File: src/rtl/sdr_port_arb.sv
// sdr_port_arb: round-robin read arbiter and ROM-download write path sharing one SDRAM port.
// Define SDR_ARB_TIMEOUT_EN to add a watchdog on the memory wait (sticky tmo_err).
module sdr_port_arb #(
  parameter int NCH = 4,
  parameter int AW  = 24,
  parameter int DW  = 16,
  parameter int TMO = 255
) (
  input  logic              clk,
  input  logic              reset,
  input  logic [NCH-1:0]    cl_req,
  input  logic [NCH*AW-1:0] cl_addr,
  output logic [NCH*DW-1:0] cl_dout,
  output logic [NCH-1:0]    cl_rdy,
  input  logic              dl_mode,
  input  logic              wr_req,
  input  logic [AW-1:0]     wr_addr,
  input  logic [DW-1:0]     wr_din,
  input  logic [DW/8-1:0]   wr_be,
  output logic              wr_rdy,
  output logic              port_req,
  output logic [AW-1:0]     port_addr,
  output logic [DW-1:0]     port_din,
  output logic [DW/8-1:0]   port_be,
  output logic              port_rnw,
  input  logic [DW-1:0]     port_dout,
  input  logic              port_rdy,
  output logic              busy,
  output logic              tmo_err
);

  localparam int PW = (NCH > 1) ? $clog2(NCH) : 1;

  typedef enum logic [1:0] {
    IDLE,
    ISSUE,
    WAIT
  } state_t;

  state_t        state;
  state_t        state_n;
  logic [PW-1:0] rr_ptr;
  logic [PW-1:0] gnt;
  logic [PW-1:0] pick;
  logic          pick_vld;
  logic          hold;
  logic          start_rd;
  logic          start_wr;
  logic          done;
  logic          tmo_hit;

  // Scan downwards so the requester closest to rr_ptr wins.
  always_comb begin
    int j;
    j        = 0;
    pick     = '0;
    pick_vld = 1'b0;
    for (int k = NCH - 1; k >= 0; k--) begin
      j = int'(rr_ptr) + k;
      if (j >= NCH) j = j - NCH;
      if (cl_req[PW'(j)]) begin
        pick     = PW'(j);
        pick_vld = 1'b1;
      end
    end
  end

  // A client still holds its request during its rdy pulse.
  assign hold = (|cl_rdy) | wr_rdy;
  assign busy = (state != IDLE);

  always_comb begin
    state_n  = state;
    start_rd = 1'b0;
    start_wr = 1'b0;
    done     = 1'b0;
    unique case (state)
      IDLE: begin
        if (!hold) begin
          unique case (1'b1)
            dl_mode && wr_req: begin
              start_wr = 1'b1;
              state_n  = ISSUE;
            end
            !dl_mode && pick_vld: begin
              start_rd = 1'b1;
              state_n  = ISSUE;
            end
            default: ;
          endcase
        end
      end
      ISSUE: state_n = WAIT;
      WAIT: begin
        if (port_rdy || tmo_hit) begin
          done    = 1'b1;
          state_n = IDLE;
        end
      end
      default: state_n = IDLE;
    endcase
  end

  always_ff @(posedge clk or posedge reset) begin
    if (reset) begin
      state     <= IDLE;
      rr_ptr    <= '0;
      gnt       <= '0;
      port_req  <= 1'b0;
      port_rnw  <= 1'b1;
      port_addr <= '0;
      port_din  <= '0;
      port_be   <= '0;
      cl_rdy    <= '0;
      wr_rdy    <= 1'b0;
      cl_dout   <= '0;
    end else begin
      state    <= state_n;
      port_req <= start_rd | start_wr;
      cl_rdy   <= '0;
      wr_rdy   <= 1'b0;
      if (start_wr) begin
        port_rnw  <= 1'b0;
        port_addr <= wr_addr;
        port_din  <= wr_din;
        port_be   <= wr_be;
      end
      if (start_rd) begin
        gnt       <= pick;
        port_rnw  <= 1'b1;
        port_addr <= cl_addr[pick*AW +: AW];
        port_din  <= '0;
        port_be   <= '1;
      end
      if (done) begin
        if (port_rnw) begin
          cl_rdy[gnt] <= 1'b1;
          if (port_rdy) cl_dout[gnt*DW +: DW] <= port_dout;
          rr_ptr <= (gnt == PW'(NCH - 1)) ? '0 : gnt + 1'b1;
        end else begin
          wr_rdy <= 1'b1;
        end
      end
    end
  end

`ifdef SDR_ARB_TIMEOUT_EN
  localparam int TW = $clog2(TMO + 1);

  logic [TW-1:0] wd_cnt;
  logic          tmo_q;

  // Expires after TMO cycles in WAIT; a late port_rdy still wins.
  assign tmo_hit = (state == WAIT) && !port_rdy
                && (wd_cnt == TW'(TMO - 1));
  assign tmo_err = tmo_q;

  always_ff @(posedge clk or posedge reset) begin
    if (reset) begin
      wd_cnt <= '0;
      tmo_q  <= 1'b0;
    end else begin
      wd_cnt <= (state == WAIT) ? wd_cnt + 1'b1 : '0;
      if (tmo_hit) tmo_q <= 1'b1;
    end
  end
`else
  assign tmo_hit = 1'b0;
  assign tmo_err = 1'b0;
`endif

endmodule

File: config.mk
export PLATFORM = sky130hd
export DESIGN_NAME = sdr_port_arb
export DESIGN_NICKNAME = d
export VERILOG_FILES = /design/src/rtl/sdr_port_arb.sv
export SDC_FILE = /design/constraint.sdc
export NUM_CORES = 1
export LEC_CHECK = 0
export BUFFER_PORTS_ARGS = -buffer_cell sky130_fd_sc_hd__buf_2
export CAP_MARGIN = 25
export CORE_MARGIN = 1
export CORE_UTILIZATION = 46
export CTS_CLUSTER_DIAMETER = 200
export DETAILED_ROUTE_END_ITERATION = 12
export GPL_ROUTABILITY_DRIVEN = 0
export PLACE_DENSITY_LB_ADDON = 0.08
export SLEW_MARGIN = 0
export SYNTH_ARGS = -nofsm -noshare
export SYNTH_HDL_FRONTEND = slang
export SYNTH_SLANG_ARGS = --single-unit
export TNS_END_PERCENT = 5
File: constraint.sdc
create_clock -name clk -period 4.2 [get_ports clk]
set_input_delay 0.63 -clock clk [delete_from_list [all_inputs] [get_ports clk]]
set_output_delay 0.63 -clock clk [all_outputs]
set_load 0.01 [all_outputs]
# Word-level counts from Yosys, hierarchy flattened
# Cells that the tools add are included.
# word_totals
input_bits,163
wordCells,106
regBits,119
output_inout_bits,115
# classes
n_reduce_logical,12
muxes,52
addsub,9
bitwise,2
n_lt_le_gt_ge,10
shifts,3
eq_ne,6
multipliers,1
# ops
operator,count
96-bit by 8-bit variable part select with 24-bit output,1
64-bit bitwise mux,1
"16-bit by 34-bit variable shift with 64-bit output, first input constant",1
16-bit by 34-bit variable part select with 64-bit output,1
24-bit two-way mux,2
6-bit negation with 34-bit output,1
16-bit two-way mux,2
2-bit two-way mux,14
1-bit two-way mux,25
"2-bit by 4-bit < comparator with 1-bit output, second input constant",4
"3-bit >= comparator, second input constant",3
1-bit binary-select mux with 2-bit select,4
4-bit two-way mux,2
"2-bit by 1-bit subtractor with 2-bit output, second input constant",4
"2-bit by 2-bit adder with 3-bit output, second input constant",2
"2-bit != test, second input constant",3
2-bit one-hot mux with 3 select lines,1
3-bit AND reduction,2
"2-bit == test, second input constant",2
"2-bit by 2-bit multiplier with 4-bit output, second input constant",1
2-bit nonzero test,2
4-bit OR reduction,1
"2-bit by 1-bit adder with 3-bit output, second input constant",1
"2-bit by 3-bit >= comparator with 1-bit output, second input constant",1
other kinds (11),14

# Logic depth before layout (Yosys ltp)
# Gate-level depths: netlist of run 1.
# depth
depth_word,15
mapped_depth,8

# Least setup slack after synthesis of run 1
# No wires, ideal clock.
# synth_timing
kind,flip-flop to flip-flop
startpoint,register gnt[0]
endpoint,register cl_dout[16]
t_arrival_ns,1.775
setup_slack_ns,2.342
path_stages_with_launch,7
n_path_buf,1
setup_time_ns,0.083
cell_sequence,dfrtp_1 > inv_1 > ha_1 > nor3b_2 > clkbuf_1 > nand2_1 > o21ai_0
# synth_via
elab_chain_cells,3
word_cells_on_any_way,4
# synth_rtl
item,line_no,source
start: declaration,43,logic [PW-1:0] gnt;
start signal: assignment,129,gnt <= pick;
6-bit negation with 34-bit output *,138,if (port_rdy) cl_dout[gnt*DW +: DW] <= port_dout;
16-bit by 34-bit variable part select with 64-bit output or 16-bit by 34-bit variable shift with 64-bit output (tied branches),138,
64-bit bitwise mux *,138,
end signal: indexed assignment,138,
end: declaration,13,"output logic [NCH*DW-1:0] cl_dout,"
# Mark *: on every way between the ends. The rest lies on a longest branch, timed or not.
# A chain may end at the register's enable or synchronous reset.

# Worst setup path in the final report of run 1
# layout_timing
startpoint,input cl_req[1]
endpoint,register port_din[12]
# layout_via
elab_chain_cells,12
word_cells_on_any_way,22
# layout_rtl
item,line_no,source
start: declaration,11,"input logic [NCH-1:0] cl_req,"
1-bit binary-select mux with 2-bit select,61,if (cl_req[PW'(j)]) begin
1-bit two-way mux (not written as such) (2 in series),61,
1-bit two-way mux (3 in series),61,
1-bit two-way mux *,61,
1-bit logical AND *,85,!dl_mode && pick_vld: begin
1-bit two-way mux *,80,unique case (1'b1)
1-bit two-way mux *,79,if (!hold) begin
1-bit two-way mux *,77,unique case (state)
16-bit two-way mux or 2-bit nonzero test (tied branches),--,
end signal: assignment,125,port_din <= wr_din;
end: declaration,23,"output logic [DW-1:0] port_din,"
# Mark *: on every way between the ends. The rest lies on a longest branch, timed or not. The select of a mux whose other input is x is not followed.

==> impl_results.md, run 1 <==
- Status: finished, final reports clean
- Fin nets: around 960
- Flops & latches, synth: 119
- Routed len/inst: 17.30 um
- Ys flop type: dfrtp_1
- Worst reg2reg endpoint: port_addr[3]$_DFFE_PP0P_
- Crit path required time: about 4.6 ns
- Most area-consuming cells after synthesis: dfrtp_1 (54%), nand2_1 (9.5%), mux2i_1 (9.2%), o21ai_0 (5.8%), o221ai_1 (3.9%)
- Layout cells sized above 1: around 41%
- Finished Layout Cells: 951
- Placed standard-cell area: 6862 um2
- Share of the synthesized area in the top cell type: 54.19%
- Cts bufs inserted: 17
- Final hold violation count: 0
- Crit-path max FO: 26
- First-pass GRT wire length: 26.05 mm
- Overall power: between 5 and 6 mW
- Area delta synth->final: 38.58%
- Design area: 7551 um2
- Final core occ: 65.85%
- # port buffers: between 200 and 300
- Reg2reg start: rr_ptr[1]$_DFFE_PP0P_
- Setup bufs post-CTS: 0
- Via density per instance: 5.291
- Hold Buf Count CTS: 0
- Final Critical Period: ~2.5 ns
- Cells on worst reg2reg path: 5
- Routed wire length: 16.46 mm
- Max cap viols: 0
- Cell count after synthesis: about 520
- Register area share after synthesis: 54.67%
- Detailed placer's ending HPWL: 11.97 mm
- Hold crit path type: in2async
- Startpoint types: primary input
- DRT Pass-1 Iters: 4
- Clk slew on worst S/H paths: 0.06 ns
- Placed cells: 911
- Io pins: 278
- Row count: 39
- Die height: 110.8 um
- Initial antenna violation count: 5
- Pre-CTS setup slack: 1.322 ns
- GRT Residual Overflow: 0
- Hold slack: 0.3882 ns
- EDFF count, synth: 0
- Slew Limit Fails: 0
- Leakage: 3.930 nW
- Fmax: 400.0 MHz
- CTS tree: built
- Largest net degree at the start of global routing: 66
- RSZ-0062 raised after global routing: false
- Worst R2R Setup Slack: 1.74 ns
- FFs w/ async S/R, synth: 100.0%
- Antenna-violating nets left: 0
- Power per standard cell area: 702.0 nW/um2
- Slew @ Worst Pin: 1.024 ns
- Post-Syn Nets: 692
- Final worst-path cycle share: 59.53%
- Core area: between 10000 and 15000 um2
- Root Buffer: clkbuf_16
- Gr usage total: 27.07%
- Yosys warns: 0
- H-Tree Depth: 4
- Area leader, netlist: dfrtp_1
- Clock buffer depth: 2
- Peak VDD IR: roughly 410 uV
- Post-synthesis average cell area: between 10 and 15 um2
- Initial Utilization: between 40 and 50%
- Clock Skew: 0.007823 ns
- Initial drt markers: 298
- Worst skew pair latency: 0.41 ns
- Final Setup Violations: 0
- Vias: 5032
- Vias in the first global route: 4986
- Syn Std Cell Area: 5449 um2
- Total Die Area: 12280 um2
- Netlist cell types: 35
- Critical path class: in2reg
- CP Capture Type: register
- Clock sink total: 119
- DIE WIDTH: 110.8 um
- Final worst slack: 1.700 ns
- Post-route DRC: 0
- Resize count post-CTS: 0
- Rel. slew slack: 31.58%
- Arrival time at the worst endpoint: approximately 2.9 ns
- Setup TNS: 0 ns
==> layout by cell type, fill, tap and decap left out, types with 5 or more instances in the layout <==
| cell | netlist | final |
|---|---|---|
| diode_2 | 0 | 5 |
| o21ai_1 | 5 | 5 |
| buf_2 | 8 | 276 |
| buf_4 | 3 | 5 |
| nand2_1 | 138 | 138 |
| clkinv_4 | 0 | 5 |
| o221ai_1 | 24 | 24 |
| inv_1 | 9 | 8 |
| dfrtp_1 | 118 | 118 |
| a22oi_1 | 24 | 24 |
| a22o_1 | 16 | 16 |
| clkbuf_16 | 0 | 17 |
| o21ai_0 | 63 | 63 |
| mux2i_1 | 50 | 50 |
| ha_1 | 6 | 6 |
==> report_power, final <==
part	switching (mW)	leakage [nW]	internal, mW
Sequential	0.242	1.58	1.54
Clock	0.539	0.314	1.03
Combinational	1.12	2.04	0.830
==> synth_stat cells, types with 2 or more instances <==
master,number
o21ai_1,5
nor2_1,3
a21oi_1,3
a22oi_1,24
and2_1,3
nor3b_2,4
nand2b_1,3
buf_6,5
inv_1,9
a22o_1,16
nand2_1,138
nor3_2,2
o221ai_1,24
o22a_1,2
buf_4,3
dfrtp_1,118
o21ai_0,63
mux2i_1,50
ha_1,6
clkbuf_1,20
buf_2,8
==> flip-flops by register name, indices dropped and copies added, names as in the netlist <==
signal / cells
cl_dout: 64
cl_rdy: 4
gnt: 2
port_addr: 24
port_be: 2
port_din: 16
port_req: 1
port_rnw: 1
rr_ptr: 2
state: 2
wr_rdy: 1
==> layout make-up <==
| type | count | area, um2 |
|---|---|---|
| clock inverters | 13 | 193.9 |
| fillers | 973 | 3916 |
| clock buffers | 19 | 452.9 |
| flip-flops and latches | 119 | 2979 |
| multi-input cells | 359 | 2245 |
| diodes | 5 | 12.51 |
| well taps | 143 | 178.9 |
| repair buffers | 284 | 1453 |
| inverters | 9 | 36.28 |
==> how the worst max path moves through the flow <==
stage | cells past startpoint | end | start
floorplan | 1 | cl_dout[0]$_DFFE_PP0P_ | reset
global placement | 6 | port_din[6]$_DFFE_PP0P_ | cl_req[1]
detailed placement | 6 | port_din[7]$_DFFE_PP0P_ | cl_req[1]
CTS | 5 | cl_dout[46]$_DFFE_PP0P_ | gnt[0]$_DFFE_PP0P_
global route | 6 | port_din[12]$_DFFE_PP0P_ | cl_req[1]
finish | 6 | port_din[12]$_DFFE_PP0P_ | cl_req[1]
==> per-layer routing <==
| layer | track usage [%] | share of wire [%] |
|---|---|---|
| met5 | 0 | 0 |
| met4 | 11.29 | 2.4 |
| met3 | 7.490 | 7.1 |
| met2 | 45.26 | 50 |
| met1 | 32.93 | 40 |
==> cells by family (layout without fill, tap and decap cells) <==
| family | Yosys count | count (layout) | synth area share, % |
|---|---|---|---|
| AND/OR/NAND/NOR | 160 | 160 | 12.90 |
| multiplexers | 51 | 51 | 9.391 |
| AO/OA/AOI/OAI | 141 | 141 | 17.41 |
| other | 1 | 6 | 0.06882 |
| adder cells (fa/ha/maj) | 6 | 6 | 1.378 |
| buffers and inverters | 45 | 325 | 4.179 |
| flip-flops | 119 | 119 | 54.67 |
==> worst max-delay path: stages <==
cell and delay (ns):
buf_2 0.12, nor4_1 0.65, o21ai_0 0.15, nand2_1 0.74, buf_4 0.37, a22o_1 0.18
(Power assumes the default switching activity.)
==> run 2, diff against run 1 <==
- CORE_UTILIZATION: 46 -> 41
- clock period: 4.2 -> 2.22 ns (I/O delays scaled with it)
==> run 2 against run 1 <==
Against the previous run: via count shrank 2.2%; largest power group unchanged; critical path type is now reg2reg; global-route usage fell by 4.6 points; critical endpoint is now cl_dout[21]$_DFFE_PP0P_; combinational power up 90%.
==> impl_results.md, run 2 (synthesis results as in run 1) <==
- Detailed placer's ending HPWL: 11.44 mm (-4.4%)
- Peak VDD IR: 674.1 uV (+64%)
- Cell family with most CP delay: flip-flops
- Resize count post-CTS: 0 (unchanged)
- Vias in the first global route: 4616 (-7.4%)
- Initial antenna violation count: 0 (-5)
- Antenna-violating nets left: 0 (unchanged)
- CTS tree: built
- GRT Residual Overflow: 0 (unchanged)
- Buf+Inv Stages, Crit Path: 2 (unchanged)
- Initial Utilization: 42.66% (-4.9 points)
- Cell Chain, Critical Path: inv_1 > ha_1 > nor3b_2 > buf_4 > nand2_1 > o21ai_0
- Clock Power Share: 28.9% (-0.7 points)
- Clock Skew: 0.007285 ns (-0.0005375 ns)
- Hold Buf Count CTS: 0 (unchanged)
- Placed cells: 951 (+4.4%)
- Layout cells sized above 1: 41.92% (+0.58 points)
- Largest net degree at the start of global routing: 120 (+82%)
- Routed wire length: 15.71 mm (-4.6%)
- Largest stage delay on the critical path: 0.49 ns (-0.25 ns)
- Final Critical Period: 1.904 ns
- Critical-path top delay cell: dfrtp_1
- Rel. slew slack: 58.26% (+27 points)
- Setup bufs post-CTS: 0 (unchanged)
- Slew @ Worst Pin: 0.6261 ns (-0.3977 ns)
- Hold slack: 0.1222 ns (-0.2659 ns)
- Setup TNS: 0 ns (unchanged)
- Clock sink total: 119 (unchanged)
- Status: finished, final reports clean
- Gr usage total: 22.48% (-4.6 points)
- Final core occ: 59.78% (-6.1 points)
- Hold crit path type: in2async
- Switch Pwr: 3.490 mW (+84%)
- Final worst-path cycle share: 85.75%
- Sequential share of power: 33.7% (about the same)
- Power per standard cell area: 1300 nW/um2 (+85%)
- Slew Limit Fails: 0 (unchanged)
- Root Buffer: clkbuf_16
- Area delta synth->final: 40.14%
- Crit-path max FO: 16 (-38%)
- Row count: 41 (+5.1%)
- Switching portion of total power: 35.16% (-0.63 points)
- Fin nets: 967 (+0.83%)
- Pint: 6.436 mW (+89%)
- CP Capture Type: register
- Arrival time at the worst endpoint: 2.21 ns (-0.64 ns)
- First-pass GRT wire length: 23.14 mm (-11%)
- Max reg flops: 64 (unchanged)
- Cts bufs inserted: 17 (unchanged)
- Clk slew on worst S/H paths: 0.05 ns (about the same)
- Final Setup Violations: 0 (unchanged)
- H-Tree Depth: 4 (unchanged)
- Biggest regs: cl_dout: 64 flops, port_addr: 24 flops, port_din: 16 flops
- Post-route DRC: 0 (unchanged)
- Total Die Area: 13760 um2 (+12%)
- Startpoint types: register
- Via density per instance: 5.005 (-5.4%)
- Core area: 12770 um2 (+11%)
- Most common cell after layout, fill and taps aside: buf_2
- Final hold violation count: 0 (unchanged)
- Biggest register: cl_dout
- Crit path required time: 2.53 ns (-2.02 ns)
- Vias: 4920 (-2.2%)
- Most frequent cells in the layout: buf_2 (276), nand2_1 (138), dfrtp_1 (118)
- Leakage: 3.960 nW (+0.77%)
- # diodes: 0 (-5)
- Io pins: 278 (unchanged)
- Initial drt markers: 325 (+9.1%)
- RSZ-0062 raised after global routing: false
- # port buffers: 276 (unchanged)
- Finished Layout Cells: 983 (+3.4%)
- Fmax: 525.3 MHz
- Clock buffer depth: 2 (unchanged)
- Worst skew pair latency: 0.41 ns (about the same)
- Max cap viols: 0 (unchanged)
- DIE WIDTH: 117.3 um (+5.8%)
- Routed len/inst: 15.98 um (-7.7%)
- Critical path class: reg2reg
- DRT Pass-1 Iters: 4 (unchanged)
- Die height: 117.3 um (+5.8%)
- Combinational Power Share: 37.3% (+0.6 points)
run 2: cell count changes in the layout (fill, tap and decap cells not counted), sizes merged:
cell      change
buf           +8
clkbuf        -1
clkinv        +1
clkinvlp      +3
diode         -5
inv           -3
run 2: area by class of cell:
class	count	area, um2
inverters	9	37.54
flip-flops and latches	119	2979
clock inverters	14	181.4
fillers	1143	5137
repair buffers	292	1539
well taps	172	215.2
clock buffers	18	439.2
multi-input cells	359	2245
run 2: stage by stage:
step	setup WS (ns)	power, mW	area (um2)
6_report	0.3164	9.926	7636
4_1_cts	0.3301	10.03	7636
2_1_floorplan	0.3624	5.663	5453
3_5_place_dp	0.4072	7.109	7015
5_1_grt	0.1140	10.57	7636
3_3_place_gp	0.4922	7.003	7015
run 2: path summary, 6_finish.rpt:
check,cells after the start,slack (ns),end,from
setup / recovery,6,0.32,cl_dout[21]$_DFFE_PP0P_,gnt[0]$_DFFE_PP0P_
max in group asynchronous,3,1.65,port_addr[14]$_DFFE_PP0P_,reset
setup reg to reg,6,0.32,cl_dout[21]$_DFFE_PP0P_,gnt[0]$_DFFE_PP0P_
hold reg to reg,2,0.48,cl_dout[62]$_DFFE_PP0P_,cl_dout[62]$_DFFE_PP0P_
hold / removal,3,0.12,cl_rdy[0]$_DFF_PP0_,reset
min in group clk,2,0.13,port_be[0]$_DFFE_PP0P_,wr_be[0]
run 2: routing by layer:
metal | share of wire (%) | global-route usage (%) | vias to the layer above
li1 | - | - | 2393
met1 | 40 | 27.35 | 2347
met2 | 51 | 37.53 | 165
met3 | 7.8 | 8.136 | 15
met4 | 0.74 | 6.329 | 0
met5 | 0 | 0 | -
run 2: power groups by stage:
| stage | clock network [mW] | logic, mW | registers [mW] |
|---|---|---|---|
| floorplan | 0 | 1.99 | 3.67 |
| global placement | 0 | 3.66 | 3.34 |
| detailed placement | 0 | 3.74 | 3.37 |
| CTS | 2.92 | 3.76 | 3.35 |
| global route | 3.02 | 4.10 | 3.44 |
| finish | 2.87 | 3.71 | 3.35 |
run 2: tightest hold or removal path, stage by stage:
cell	delay, ns
buf_2	0.11
clkinvlp_4	0.07
buf_12	0.47
